===== src/rtl/seven_segment_pkg.sv =====
// Shared definitions for the seven-segment scan display: segment bit
// positions, the blank pattern and the hex-to-segment decoder.
package seven_segment_pkg;

  // Bit positions of segments a..g inside a 7-bit segment vector.
  localparam int SEG_A = 0;
  localparam int SEG_B = 1;
  localparam int SEG_C = 2;
  localparam int SEG_D = 3;
  localparam int SEG_E = 4;
  localparam int SEG_F = 5;
  localparam int SEG_G = 6;

  // All segments dark (active-low).
  localparam logic [6:0] SEG_OFF = 7'h7F;

  // Hex nibble to active-low segment pattern, bit 0 = a ... bit 6 = g.
  function automatic logic [6:0] seg_decode(input logic [3:0] nibble);
    logic [6:0] seg;
    case (nibble)
      4'h0:    seg = 7'h40;
      4'h1:    seg = 7'h79;
      4'h2:    seg = 7'h24;
      4'h3:    seg = 7'h30;
      4'h4:    seg = 7'h19;
      4'h5:    seg = 7'h12;
      4'h6:    seg = 7'h02;
      4'h7:    seg = 7'h78;
      4'h8:    seg = 7'h00;
      4'h9:    seg = 7'h10;
      4'hA:    seg = 7'h08;
      4'hB:    seg = 7'h03;
      4'hC:    seg = 7'h46;
      4'hD:    seg = 7'h21;
      4'hE:    seg = 7'h06;
      default: seg = 7'h0E;
    endcase
    return seg;
  endfunction

endpackage


===== src/rtl/seven_segment_scan_timer.sv =====
// Scan timer: slot counter, digit index, frame-end flag and PWM phase.
module seven_segment_scan_timer #(
  parameter int N_DIGITS = 8,
  parameter int DIV_BITS = 14,
  parameter int PWM_BITS = 3,
  parameter int IDX_W    = (N_DIGITS > 1) ? $clog2(N_DIGITS) : 1
) (
  input  logic                clk,
  input  logic                reset,
  output logic [DIV_BITS-1:0] slot_cnt,
  output logic [IDX_W-1:0]    idx,
  output logic                frame_end,
  output logic [PWM_BITS-1:0] phase
);

  localparam logic [IDX_W-1:0] LAST_IDX = IDX_W'(N_DIGITS - 1);

  // Free-running slot counter; the digit index advances when a slot wraps.
  always_ff @(posedge clk or negedge reset) begin
    if (!reset) begin
      slot_cnt <= '0;
      idx      <= '0;
    end else begin
      // NOTE: non-blocking assignments keep every register reading the
      // pre-edge value of slot_cnt, so the wrap test below sees the old count.
      slot_cnt <= slot_cnt + DIV_BITS'(1);
      if (&slot_cnt) begin
        idx <= (idx == LAST_IDX) ? '0 : idx + IDX_W'(1);
      end
    end
  end

  assign frame_end = (&slot_cnt) && (idx == LAST_IDX);
  assign phase     = slot_cnt[DIV_BITS-1 -: PWM_BITS];

endmodule


===== src/rtl/seven_segment_scan_display.sv =====
// Multiplexed seven-segment controller: staged/shadow data for tear-free
// frames, leading-zero blanking, per-digit decimal points, PWM brightness.
module seven_segment_scan_display
  import seven_segment_pkg::*;
#(
  parameter int N_DIGITS = 8,
  parameter int DIV_BITS = 14,
  parameter int PWM_BITS = 3
) (
  input  logic                  clk,
  input  logic                  reset,
  input  logic                  en,
  input  logic                  load,
  input  logic [4*N_DIGITS-1:0] bin,
  input  logic [N_DIGITS-1:0]   dp,
  input  logic                  lzb,
  input  logic [PWM_BITS-1:0]   brightness,
  output logic [N_DIGITS-1:0]   AN,
  output logic                  CA,
  output logic                  CB,
  output logic                  CC,
  output logic                  CD,
  output logic                  CE,
  output logic                  CF,
  output logic                  CG,
  output logic                  DP,
  output logic                  frame_done
);

  localparam int IDX_W = (N_DIGITS > 1) ? $clog2(N_DIGITS) : 1;

  logic [DIV_BITS-1:0]   slot_cnt;
  logic [IDX_W-1:0]      idx;
  logic                  frame_end;
  logic [PWM_BITS-1:0]   phase;

  logic [4*N_DIGITS-1:0] staged_bin;
  logic [N_DIGITS-1:0]   staged_dp;
  logic [4*N_DIGITS-1:0] shadow_bin;
  logic [N_DIGITS-1:0]   shadow_dp;
  logic                  pending;

  logic [N_DIGITS-1:0]   zero_from;
  logic [3:0]            nibble;
  logic                  blank;
  logic [N_DIGITS-1:0]   an_next;
  logic [6:0]            seg_q;

  seven_segment_scan_timer #(
    .N_DIGITS (N_DIGITS),
    .DIV_BITS (DIV_BITS),
    .PWM_BITS (PWM_BITS),
    .IDX_W    (IDX_W)
  ) u_timer (
    .clk       (clk),
    .reset     (reset),
    .slot_cnt  (slot_cnt),
    .idx       (idx),
    .frame_end (frame_end),
    .phase     (phase)
  );

  // Capture loads into staging; move staging to shadow only at frame end.
  always_ff @(posedge clk or negedge reset) begin
    if (!reset) begin
      // NOTE: the data registers are cleared too, so digit 0 shows 0 after
      // reset instead of whatever the flops powered up with.
      staged_bin <= '0;
      staged_dp  <= '0;
      shadow_bin <= '0;
      shadow_dp  <= '0;
      pending    <= 1'b0;
    end else begin
      if (load) begin
        staged_bin <= bin;
        staged_dp  <= dp;
      end
      if (frame_end && pending) begin
        shadow_bin <= staged_bin;
        shadow_dp  <= staged_dp;
      end
      // A load on the frame-end cycle keeps pending set for the next frame.
      pending <= load || (pending && !frame_end);
    end
  end

  // zero_from[k] is set when nibbles k..N_DIGITS-1 of the shadow are all zero.
  always_comb begin
    // NOTE: every bit gets a default first so no path leaves it unassigned
    // and no latch is inferred.
    zero_from = '0;
    zero_from[N_DIGITS-1] = (shadow_bin[4*(N_DIGITS-1) +: 4] == 4'h0);
    for (int k = N_DIGITS - 2; k >= 0; k--) begin
      zero_from[k] = zero_from[k+1] && (shadow_bin[4*k +: 4] == 4'h0);
    end
  end

  // Select the current digit, decide blanking and the gated anode pattern.
  always_comb begin
    nibble  = shadow_bin[idx*4 +: 4];
    blank   = lzb && (idx != '0) && zero_from[idx];
    an_next = '1;
    if (en && (slot_cnt != '0) && (phase <= brightness)) begin
      an_next[idx] = 1'b0;
    end
  end

  // Register all pin-facing outputs.
  always_ff @(posedge clk or negedge reset) begin
    if (!reset) begin
      AN         <= '1;
      seg_q      <= SEG_OFF;
      DP         <= 1'b1;
      frame_done <= 1'b0;
    end else begin
      AN         <= an_next;
      seg_q      <= blank ? SEG_OFF : seg_decode(nibble);
      DP         <= ~shadow_dp[idx];
      frame_done <= frame_end;
    end
  end

  assign CA = seg_q[SEG_A];
  assign CB = seg_q[SEG_B];
  assign CC = seg_q[SEG_C];
  assign CD = seg_q[SEG_D];
  assign CE = seg_q[SEG_E];
  assign CF = seg_q[SEG_F];
  assign CG = seg_q[SEG_G];

endmodule


===== config.mk =====
export PLATFORM = sky130hd
export DESIGN_NAME = seven_segment_scan_display
export DESIGN_NICKNAME = d
export VERILOG_FILES = /design/src/rtl/seven_segment_pkg.sv /design/src/rtl/seven_segment_scan_timer.sv /design/src/rtl/seven_segment_scan_display.sv
export SDC_FILE = /design/constraint.sdc
export NUM_CORES = 1
export LEC_CHECK = 0
export CORE_MARGIN = 2
export CORE_UTILIZATION = 40
export CTS_CLUSTER_DIAMETER = 100
export DETAILED_ROUTE_END_ITERATION = 10
export PLACE_DENSITY = 0.72
export SLEW_MARGIN = 20
export SYNTH_ARGS = -nofsm -noshare
export SYNTH_HDL_FRONTEND = slang
export SYNTH_SLANG_ARGS = --single-unit

===== constraint.sdc =====
create_clock -name clk -period 6.63 [get_ports clk]
set_clock_uncertainty 0.2 [all_clocks]
set_input_delay 1.326 -clock clk [delete_from_list [all_inputs] [get_ports clk]]
set_output_delay 1.326 -clock clk [all_outputs]
set_load 0.02 [all_outputs]

==> impl_results.md, run 1 <==
- Outcome: finished, final reports clean
- Leading area contributor after synthesis: dfrtp_1
- Crit. End Element: register
- Die area: 0.0137 mm2
- Distinct cells, synth: 49
- Pre-CTS setup slack: 3.33 ns
- Post-synthesis mux area share: 0.232
- Seq pwr share: 0.420
- Top cells by count, synth: 99 x dfrtp_1, 81 x mux2_2, 20 x nand2_1
- Top cells by area, synth: dfrtp_1 49%, mux2_2 18%, dfstp_2 8.2%, ha_1 3.4%, mux4_2 2.6%
- Global-route wire length before repair: 16700 um
- Final min period: 3.24 ns
- Hold Violations, Final: 0
- #FFs+latches synth: 115
- GRT Residual Overflow: 0
- Syn avg cell area: 13.6 um2
- Comb pwr share: 0.044
- Clk Latency, worst-skew pair: 0.41 ns
- Fin crit share: 0.488
- FMAX: 309 MHz
- Post-synth EDFFs: 0
- Critical Path Fanout Max: 22
- Die Ht: 117 um
- PD cells: 273 mW/mm2
- Final RePlAce weighted congestion: 0.794
- WL final: 9940 um
- RSZ-0062 raised after global routing: false
- CTS Buf Count: 17
- Sink Count: 115
- Antenna cells: 0
- Startpoint types: register
- Post-Synth Simple-Gate Area: 0.0811
- Core area: 0.0125 mm2
- Count leader, synth: dfrtp_1
- Worst Path Required: 6.73 ns
- Routed vias: 3194
- DRT iter0 DRCs: 145
- IO buf count: 64
- Worst-path clk slew: 0.05 ns
- Post-CTS setup buffer count: 0
- I/O pins: 65
- Most used DFF post-synth: dfrtp_1
- Int Pwr: 1.41 mW
- Cts repair resizes: 0
- Vias in the first global route: 3395
- Critical R2R Capture: seg_q[3]
- Routed WL per cell: 15.9 um
- Die X-Extent: 117 um
- CTS root buf: clkbuf_16
- Synthesized cell area: 0.00511 mm2
- Clock tree buffer depth: 2
- Number of hold buffers added after cts: 0
- Rel. slew slack: 0.340
- Data arrival time of the critical path: 3.34 ns
- Syn. warnings: 0
- Syn nets: 438
- Reg-to-reg setup timing slack: 3.39 ns
- Gate Count Post-Synth: 376
- Filler cell count: 1069
- H-tree depth: 4
- Critical Path End: seg_q[3]
- Initial antenna violation count: 0
- Final ANT Viol Nets: 0
- Asr flop ratio synth: 1.00
- Worst-margin pin slew: 0.962 ns
- Max Cap Viol: 0
- Total negative slack: 0 ns
- Slew Limit Fails: 0
- Switch share: 0.204
- Worst Setup SP: u_timer.idx[2]
- Sw Pwr: 0.361 mW
- Area Growth Syn to Fin: 27.0%
- Worst VDD drop: 0.167 mV
- Worst Slack Setup Final: 3.39 ns
- Synth Area in Compound Gates: 0.0350
- Overall Power: 1.77 mW
- Worst r2r path cells: 8
- Max Used Layer: met4
- Synth top area share: 0.485
- Final setup violation count: 0
- Global Route Usage Sum: 0.160
- Metal-1 WL: 4560 um
- Hold crit path type: register to register
- Leak pwr: 2.92 nW
- Sequential element share of the synthesized area: 0.568
- Routed wl met2: 4750 um
- Clock Power Share: 0.537
- Met3 routed WL: 498 um
- Starting Density: 0.408
- Crit path kind: register to register
- Main combinational cell family by area after synthesis: multiplexers
- DRT Pass-1 Iters: 4
- Share of cells above drive strength 1: 0.312
- Post-DR vias/cell: 5.09
- Adder-cell share of the synthesized area: 0.0343
- Final core occ: 0.518
- CTS tree: done
- Xor and xnor fraction of the mapped netlist area: 0.0206
- DP Wirelength: 6930 um
- # DRC: 0
- Largest net degree at the start of global routing: 68
- FF-to-FF Start: u_timer.idx[2]
- Net count, final: 505
- Std-Cell Rows: 41
==> critical path: stages (launching register included) <==
cell and delay [ns]:
dfrtp_1 0.84, mux2i_1 0.27, o32ai_1 0.11, a211oi_1 0.76, inv_1 0.20, ha_1 0.29, and2_1 0.15, o21ai_0 0.17
o211ai_1 0.11
==> power groups by stage <==
| stage | Sequential [mW] | Combinational, mW | Clock, mW |
|---|---|---|---|
| finish | 0.743 | 0.0772 | 0.950 |
| detailed placement | 0.755 | 0.0789 | 0 |
| global placement | 0.754 | 0.0763 | 0 |
| global route | 0.746 | 0.0853 | 1.00 |
| floorplan | 0.748 | 0.0320 | 0 |
| CTS | 0.744 | 0.0794 | 0.966 |
==> layout make-up <==
cell class | count | area (um2) | area share
well taps | 172 | 215 | 0.0332
flip-flops and latches | 115 | 2900 | 0.447
repair buffers | 65 | 641 | 0.0988
multi-input cells | 230 | 2060 | 0.317
clock buffers | 18 | 439 | 0.0677
clock inverters | 13 | 184 | 0.0284
inverters | 14 | 52.6 | 0.00810
==> logic make-up (layout without fill, tap and decap cells) <==
family / count (synthesis) / after routing
xor gates and xnor gates: 12 / 12
muxes: 100 / 100
and+or+nand+nor: 79 / 79
DFF: 115 / 115
adders and majority gates: 14 / 14
buffers and inverters: 31 / 110
AOI/OAI and AO/OA: 25 / 25
==> how the worst min path moves through the flow <==
stage                                     end  depth (start not counted)                 from
after floorplan                shadow_bin[16]                          1       staged_bin[16]
after global placement                pending                          1              pending
after detailed placement  u_timer.slot_cnt[7]                          1  u_timer.slot_cnt[7]
after CTS                 u_timer.slot_cnt[7]                          1  u_timer.slot_cnt[7]
after global routing           shadow_bin[19]                          1       staged_bin[19]
final                          staged_bin[28]                          1       staged_bin[28]
==> per-stage QoR <==
step	hold WS, ns	instance area [um2]	cells
detailed placement	0.287	5860	596
finish	0.302	6490	627
global route	0.315	6490	627
CTS	0.300	6490	627
floorplan	0.254	5110	376
global placement	0.281	5860	596
==> routing by layer <==
layer / GRT usage / vias to the layer above
met4: 0.0745 / 0
met3: 0.0412 / 14
met5: 0 / -
met1: 0.208 / 1610
met2: 0.254 / 85
li1: - / 1485
==> state kept, by name, summed over array words and instances, names as in the netlist <==
| name | flops |
|---|---|
| shadow_bin | 32 |
| staged_bin | 32 |
| u_timer.slot_cnt | 14 |
| AN | 8 |
| shadow_dp | 8 |
| staged_dp | 8 |
| seg_q | 7 |
| u_timer.idx | 3 |
| DP | 1 |
| frame_done | 1 |
| pending | 1 |
==> cell usage in the layout (no fill, tap or decap), types with 6 or more instances in the layout <==
master and count:
o21ai_0 6, clkbuf_16 17, dfrtp_1 99, dfstp_2 16, mux4_2 6, xor2_1 6, nand3_1 11, mux2i_1 10
ha_1 14, inv_1 13, nor3_1 6, nor4_1 7, nand2_1 20, clkinvlp_4 6, nor2_1 15, clkdlybuf4s50_1 62
mux2_2 81, xnor2_1 6
No activity file was read; power rests on OpenSTA's default activity.
==> run 2, diff against run 1 <==
clock period = 3 ns   (was 6.63 ns; I/O delays follow)
==> run 2 against run 1 <==
Global-route usage is 0.54 points higher. Final cell count is 2.1% higher. Critical path type unchanged. Critical path depth is 2 lower. Critical endpoint is now seg_q[5]. Sequential share of layout area is 0.61 points lower. Cell area is 1.4% higher. Die area stayed put. Combinational power is 130% higher. Fmax is 22% higher. Via count is 0.97% higher. Non-clock buffer count is 12 higher.
==> impl_results.md, run 2 (synthesis results as in run 1) <==
- Routed vias: 3225 (+0.97%)
- Final min period: 2.66 ns (-0.580 ns)
- Total negative slack: 0 ns (unchanged)
- Critical Path Fanout Max: 16 (-27%)
- Final instance area: 0.00658 mm2 (+1.4%)
- Data arrival time of the critical path: 2.77 ns (-0.57 ns)
- Top flop regs: shadow_bin x32, staged_bin x32, u_timer.slot_cnt x14
- Global Route Usage Sum: 0.166 (+0.00540)
- Initial antenna violation count: 0 (unchanged)
- Final setup violation count: 0 (unchanged)
- WP depth: 6 (-2)
- Overall Power: 3.89 mW (+120%)
- Pre-CTS setup slack: 0.375 ns (-2.95 ns)
- Outcome: finished, final reports clean
- Commonest non-fill, non-tap cells in the layout: 99 x dfrtp_1, 81 x mux2_2, 62 x clkdlybuf4s50_1
- Worst-margin pin slew: 0.922 ns (-0.0400 ns)
- Antenna cells: 0 (unchanged)
- FMAX: 376 MHz (+22%)
- Clk Latency, worst-skew pair: 0.42 ns (about the same)
- Crit. End Element: register
- Vias in the first global route: 3396 (+0.029%)
- Die area: 0.0137 mm2 (unchanged)
- Rel. slew slack: 0.385 (+0.0450)
- Final core occ: 0.525 (+0.00720)
- I/O pins: 65 (unchanged)
- Crit path kind: register to register
- Die Ht: 117 um (unchanged)
- CTS root buf: clkbuf_16
- WL final: 10200 um (+2.2%)
- Post-CTS setup buffer count: 0 (unchanged)
- Slowest stage delay, CP: 0.74 ns (-0.10 ns)
- Net count, final: 517 (+2.4%)
- Final ANT Viol Nets: 0 (unchanged)
- Crit path cell chain: mux4_2, mux2i_1, inv_1, ha_1, mux2i_1, o221ai_1
- Slowest CP cell: dfrtp_1
- Core area: 0.0125 mm2 (unchanged)
- DP Wirelength: 7180 um (+3.5%)
- Leak pwr: 2.98 nW (+2.0%)
- Critical R2R Capture: seg_q[5]
- Max Cap Viol: 0 (unchanged)
- Die X-Extent: 117 um (unchanged)
- Hold Startpoint: u_timer.slot_cnt[7]
- Worst VDD drop: 0.394 mV (+140%)
- CP dominant cell by count: mux2i_1
- Number of hold buffers added after cts: 1 (+1)
- CP bufs+invs: 1 (unchanged)
- Std-Cell Rows: 41 (unchanged)
- RSZ-0062 raised after global routing: false
- Placed instance area: 0.00595 mm2 (+1.4%)
- Largest net degree at the start of global routing: 47 (-31%)
- Hold Violations, Final: 0 (unchanged)
- Routed WL per cell: 15.9 um (+0.13%)
- Sink Count: 115 (unchanged)
- Worst Setup SP: u_timer.idx[2]
- IO buf count: 64 (unchanged)
- H-tree depth: 4 (unchanged)
- Startpoint types: register
- Slew Limit Fails: 0 (unchanged)
- CP top delay family: multiplexers
- Reg-to-reg setup timing slack: 0.34 ns (-3.05 ns)
- Final RePlAce weighted congestion: 0.840 (+5.8%)
- Worst Path Required: 3.11 ns (-3.62 ns)
- Critical Path End: seg_q[5]
- # DRC: 0 (unchanged)
- Fin crit share: 0.886 (+0.398)
- Share of cells above drive strength 1: 0.329 (+0.0170)
- Area Growth Syn to Fin: 28.8%
- CTS tree: done
- Worst r2r path cells: 6 (-2)
- Worst Slack Setup Final: 0.342 ns (-3.05 ns)
- CTS Buf Count: 17 (unchanged)
- Clock tree buffer depth: 2 (unchanged)
- DRT Pass-1 Iters: 4 (unchanged)
- Global-route wire length before repair: 16900 um (+1.0%)
- Post-DR vias/cell: 5.04 (-1.1%)
- GRT Residual Overflow: 0 (unchanged)
- FF-to-FF Start: u_timer.idx[2]
- Most common cell after layout, fill and taps aside: dfrtp_1
- Cts repair resizes: 0 (unchanged)
- PD cells: 592 mW/mm2 (+120%)
- Worst-path clk slew: 0.06 ns (about the same)
- DRT iter0 DRCs: 128 (-12%)
- Starting Density: 0.408 (unchanged)
- Hold crit path type: register to register
-- run 2: changes by cell type in the layout (fill, tap and decap cells not counted) --
| cell | before | now |
|---|---|---|
| buf_4 | 2 | 13 |
| bufinv_16 | 4 | 3 |
| clkinv_2 | 2 | 0 |
| clkinv_4 | 0 | 6 |
| clkinvlp_4 | 6 | 4 |
| dlygate4sd3_1 | 0 | 1 |
-- run 2: per-layer routing --
metal / vias to the layer above / routed length (um) / GRT usage / share of wire
met3: 6 / 458 / 0.0546 / 0.045
met1: 1619 / 4750 / 0.220 / 0.47
met2: 87 / 4900 / 0.256 / 0.48
li1: 1513 / - / - / -
met5: - / 0 / 0 / 0
met4: 0 / 51 / 0.0588 / 0.0050
-- run 2: through the flow --
step	hold WS [ns]	std cells
3_5_place_dp	0.288	607
4_1_cts	0.300	640
3_3_place_gp	0.279	607
6_report	0.300	640
2_1_floorplan	0.104	376
5_1_grt	0.320	640
-- run 2: where the power goes --
part | total [mW] | internal, mW | switching [mW] | leakage, nW
sequential | 1.64 | 1.61 | 0.0317 | 1.44
combinational | 0.175 | 0.109 | 0.0665 | 1.25
clock | 2.08 | 1.34 | 0.740 | 0.289
total | 3.89 | 3.05 | 0.838 | 2.98
-- run 2: worst reg2reg max path, cell delays in order (launching register included) --
cell      delay (ns)
dfrtp_1         0.74
mux4_2          0.41
mux2i_1         0.45
inv_1           0.18
ha_1            0.28
mux2i_1         0.16
o221ai_1        0.15
-- run 2: layout make-up --
cell class	count	area, um2
fill	1069	5940
sequential	115	2900
multi-input combinational	230	2060
timing repair buffer	77	733
clock buffer	18	439
tap	172	215
clock inverter	14	181
inverter	14	52.6
-- run 2: worst min path at each step --
stage,endpoint,depth (start not counted)
after floorplan,frame_done,0
after global placement,pending,1
after detailed placement,u_timer.slot_cnt[7],1
after CTS,u_timer.slot_cnt[7],1
after global routing,staged_dp[4],1
final,u_timer.slot_cnt[7],1
==> run 3, diff against run 2 <==
CTS_CLUSTER_DIAMETER = not set   (was 100)
PLACE_DENSITY = not set   (was 0.72)
SLEW_MARGIN = not set   (was 20)
==> run 3 against run 2 <==
Sequential share of layout area fell by 0.17 points. Fmax rose by 1.4%. Register-to-register slack improved by 0.04 ns. Wire length fell by 3.3%. Worst hold slack got worse by 0.012 ns. Non-clock buffer count did not move. Largest cell class unchanged. Combinational power barely moved. Utilization rose by 0.20 points. Clock power rose by 3%. Final cell count did not move.
==> impl_results.md, run 3 (synthesis results as in run 1) <==
- Outcome: finished, final reports clean
- IO buf count: 64 (unchanged)
- Final RePlAce weighted congestion: 0.852 (+1.3%)
- WL final: 9820 um (-3.3%)
- Commonest non-fill, non-tap cells in the layout: 99 x dfrtp_1, 81 x mux2_2, 62 x clkdlybuf4s50_1
- DRT iter0 DRCs: 160 (+25%)
- Global Route Usage Sum: 0.160 (-0.00512)
- RSZ-0062 raised after global routing: false
- Global-route wire length before repair: 16400 um (-2.7%)
- CP bufs+invs: 1 (unchanged)
- Clock tree buffer depth: 2 (unchanged)
- CP top delay family: multiplexers
- CTS Buf Count: 17 (unchanged)
- FF/Latch Area: 0.00290 mm2 (unchanged)
- DP Wirelength: 7080 um (-1.3%)
- GRT Residual Overflow: 0 (unchanged)
- Routed vias: 3207 (-0.56%)
- Initial antenna violation count: 0 (unchanged)
- Worst-margin pin slew: 0.579 ns (-0.343 ns)
- Core area: 0.0125 mm2 (unchanged)
- Crit. End Element: register
- Std-Cell Rows: 41 (unchanged)
- Antenna cells: 0 (unchanged)
- Slowest stage delay, CP: 0.71 ns (-0.03 ns)
- # DRC: 0 (unchanged)
- Sink Count: 115 (unchanged)
- Worst-path clk slew: 0.05 ns (about the same)
- H-tree depth: 4 (unchanged)
- Worst Path Required: 3.13 ns (+0.02 ns)
- CTS root buf: clkbuf_16
- Share of cells above drive strength 1: 0.323 (-0.00641)
- Max Cap Viol: 0 (unchanged)
- Vias in the first global route: 3316 (-2.4%)
- Leak pwr: 3.01 nW (+0.86%)
- I/O pins: 65 (unchanged)
- Hold Violations, Final: 0 (unchanged)
- Final min period: 2.62 ns (-0.0375 ns)
- Area of the multi-input gates: 0.00206 mm2 (unchanged)
- Crit path cell chain: mux4_2, mux2i_1, inv_1, ha_1, nor3b_1, o31ai_1
- Starting Density: 0.408 (unchanged)
- Total negative slack: 0 ns (unchanged)
- Post-CTS setup buffer count: 0 (unchanged)
- FMAX: 382 MHz (+1.4%)
- Area Growth Syn to Fin: 29.3%
- Filler cell count: 1117 (+4.5%)
- Worst VDD drop: 0.456 mV (+16%)
- Routed WL per cell: 15.3 um (-3.3%)
- Post-DR vias/cell: 5.01 (-0.56%)
- Die X-Extent: 117 um (unchanged)
- Slowest CP cell: dfrtp_1
- Final setup violation count: 0 (unchanged)
- CTS tree: done
- Net count, final: 517 (unchanged)
- Fin crit share: 0.874 (-0.0125)
- Largest net degree at the start of global routing: 63 (+34%)
- Final core occ: 0.527 (+0.00200)
- Clk Latency, worst-skew pair: 0.41 ns (about the same)
- Critical Path Fanout Max: 16 (unchanged)
- Most common cell after layout, fill and taps aside: dfrtp_1
- Hold crit path type: register to register
- Crit path kind: register to register
- Data arrival time of the critical path: 2.75 ns (-0.02 ns)
- Die area: 0.0137 mm2 (unchanged)
- PD cells: 600 mW/mm2 (+1.4%)
- DRT Pass-1 Iters: 4 (unchanged)
- Top flop regs: shadow_bin x32, staged_bin x32, u_timer.slot_cnt x14
- Die Ht: 117 um (unchanged)
- Final ANT Viol Nets: 0 (unchanged)
- Startpoint types: register
- Rel. slew slack: 0.614 (+0.229)
- Slew Limit Fails: 0 (unchanged)
## run 3: changes by cell type in the layout (fill, tap and decap cells not counted)
| cell | previous run | this run |
|---|---|---|
| clkinv_4 | 6 | 0 |
| clkinv_2 | 0 | 5 |
| clkbuf_1 | 0 | 3 |
| clkinvlp_4 | 4 | 1 |
| bufinv_16 | 3 | 5 |
| buf_12 | 0 | 1 |
| buf_4 | 13 | 12 |
| inv_6 | 1 | 0 |
## run 3: power by group
part	internal, mW	total (mW)	switching, mW	leakage [nW]
logic	0.109	0.175	0.0660	1.26
clock network	1.48	2.14	0.659	0.311
registers	1.61	1.64	0.0296	1.44
total	3.20	3.96	0.755	3.01
## run 3: layout make-up
cell class                 instances  area share
timing repair buffer              77       0.113
clock buffer                      21      0.0682
sequential                       115       0.439
multi-input combinational        230       0.312
inverter                          14     0.00796
clock inverter                    11      0.0277
tap                              172      0.0326
## run 3: routing by layer
metal,vias up,share of wire,track usage
met5,-,0,0
li1,1513,-,-
met3,20,0.051,0.0479
met1,1591,0.45,0.202
met2,83,0.47,0.256
met4,0,0.024,0.0745
## run 3: through the flow
step | cells | hold slack, ns | setup WS [ns] | power (mW) | cell area (um2)
2_1_floorplan | 376 | 0.104 | 0.582 | 1.72 | 5110
3_3_place_gp | 607 | 0.277 | 0.520 | 1.84 | 5960
6_report | 640 | 0.289 | 0.379 | 3.96 | 6600
3_5_place_dp | 607 | 0.275 | 0.418 | 1.85 | 5960
5_1_grt | 640 | 0.312 | 0.196 | 4.11 | 6600
4_1_cts | 640 | 0.295 | 0.407 | 4.02 | 6600
## run 3: worst paths after layout
kind                                startpoint             endpoint  slack, ns  depth (start not counted)
worst max register to register  u_timer.idx[2]             seg_q[0]       0.38                          6
min in group asynchronous                reset  u_timer.slot_cnt[7]       0.44                          2
worst min-delay path            staged_bin[16]       shadow_bin[16]       0.29                          1
max in group asynchronous                reset                   DP       1.42                          3
worst max-delay path            u_timer.idx[2]             seg_q[0]       0.38                          6
worst min register to register  staged_bin[16]       shadow_bin[16]       0.29                          1
## run 3: what timing repair did
item / 4_1_cts / 5_1_grt
gates resized for setup: 0 / 0
hold buffers: 1 / 0
hold endpoints to repair: 10 / 0
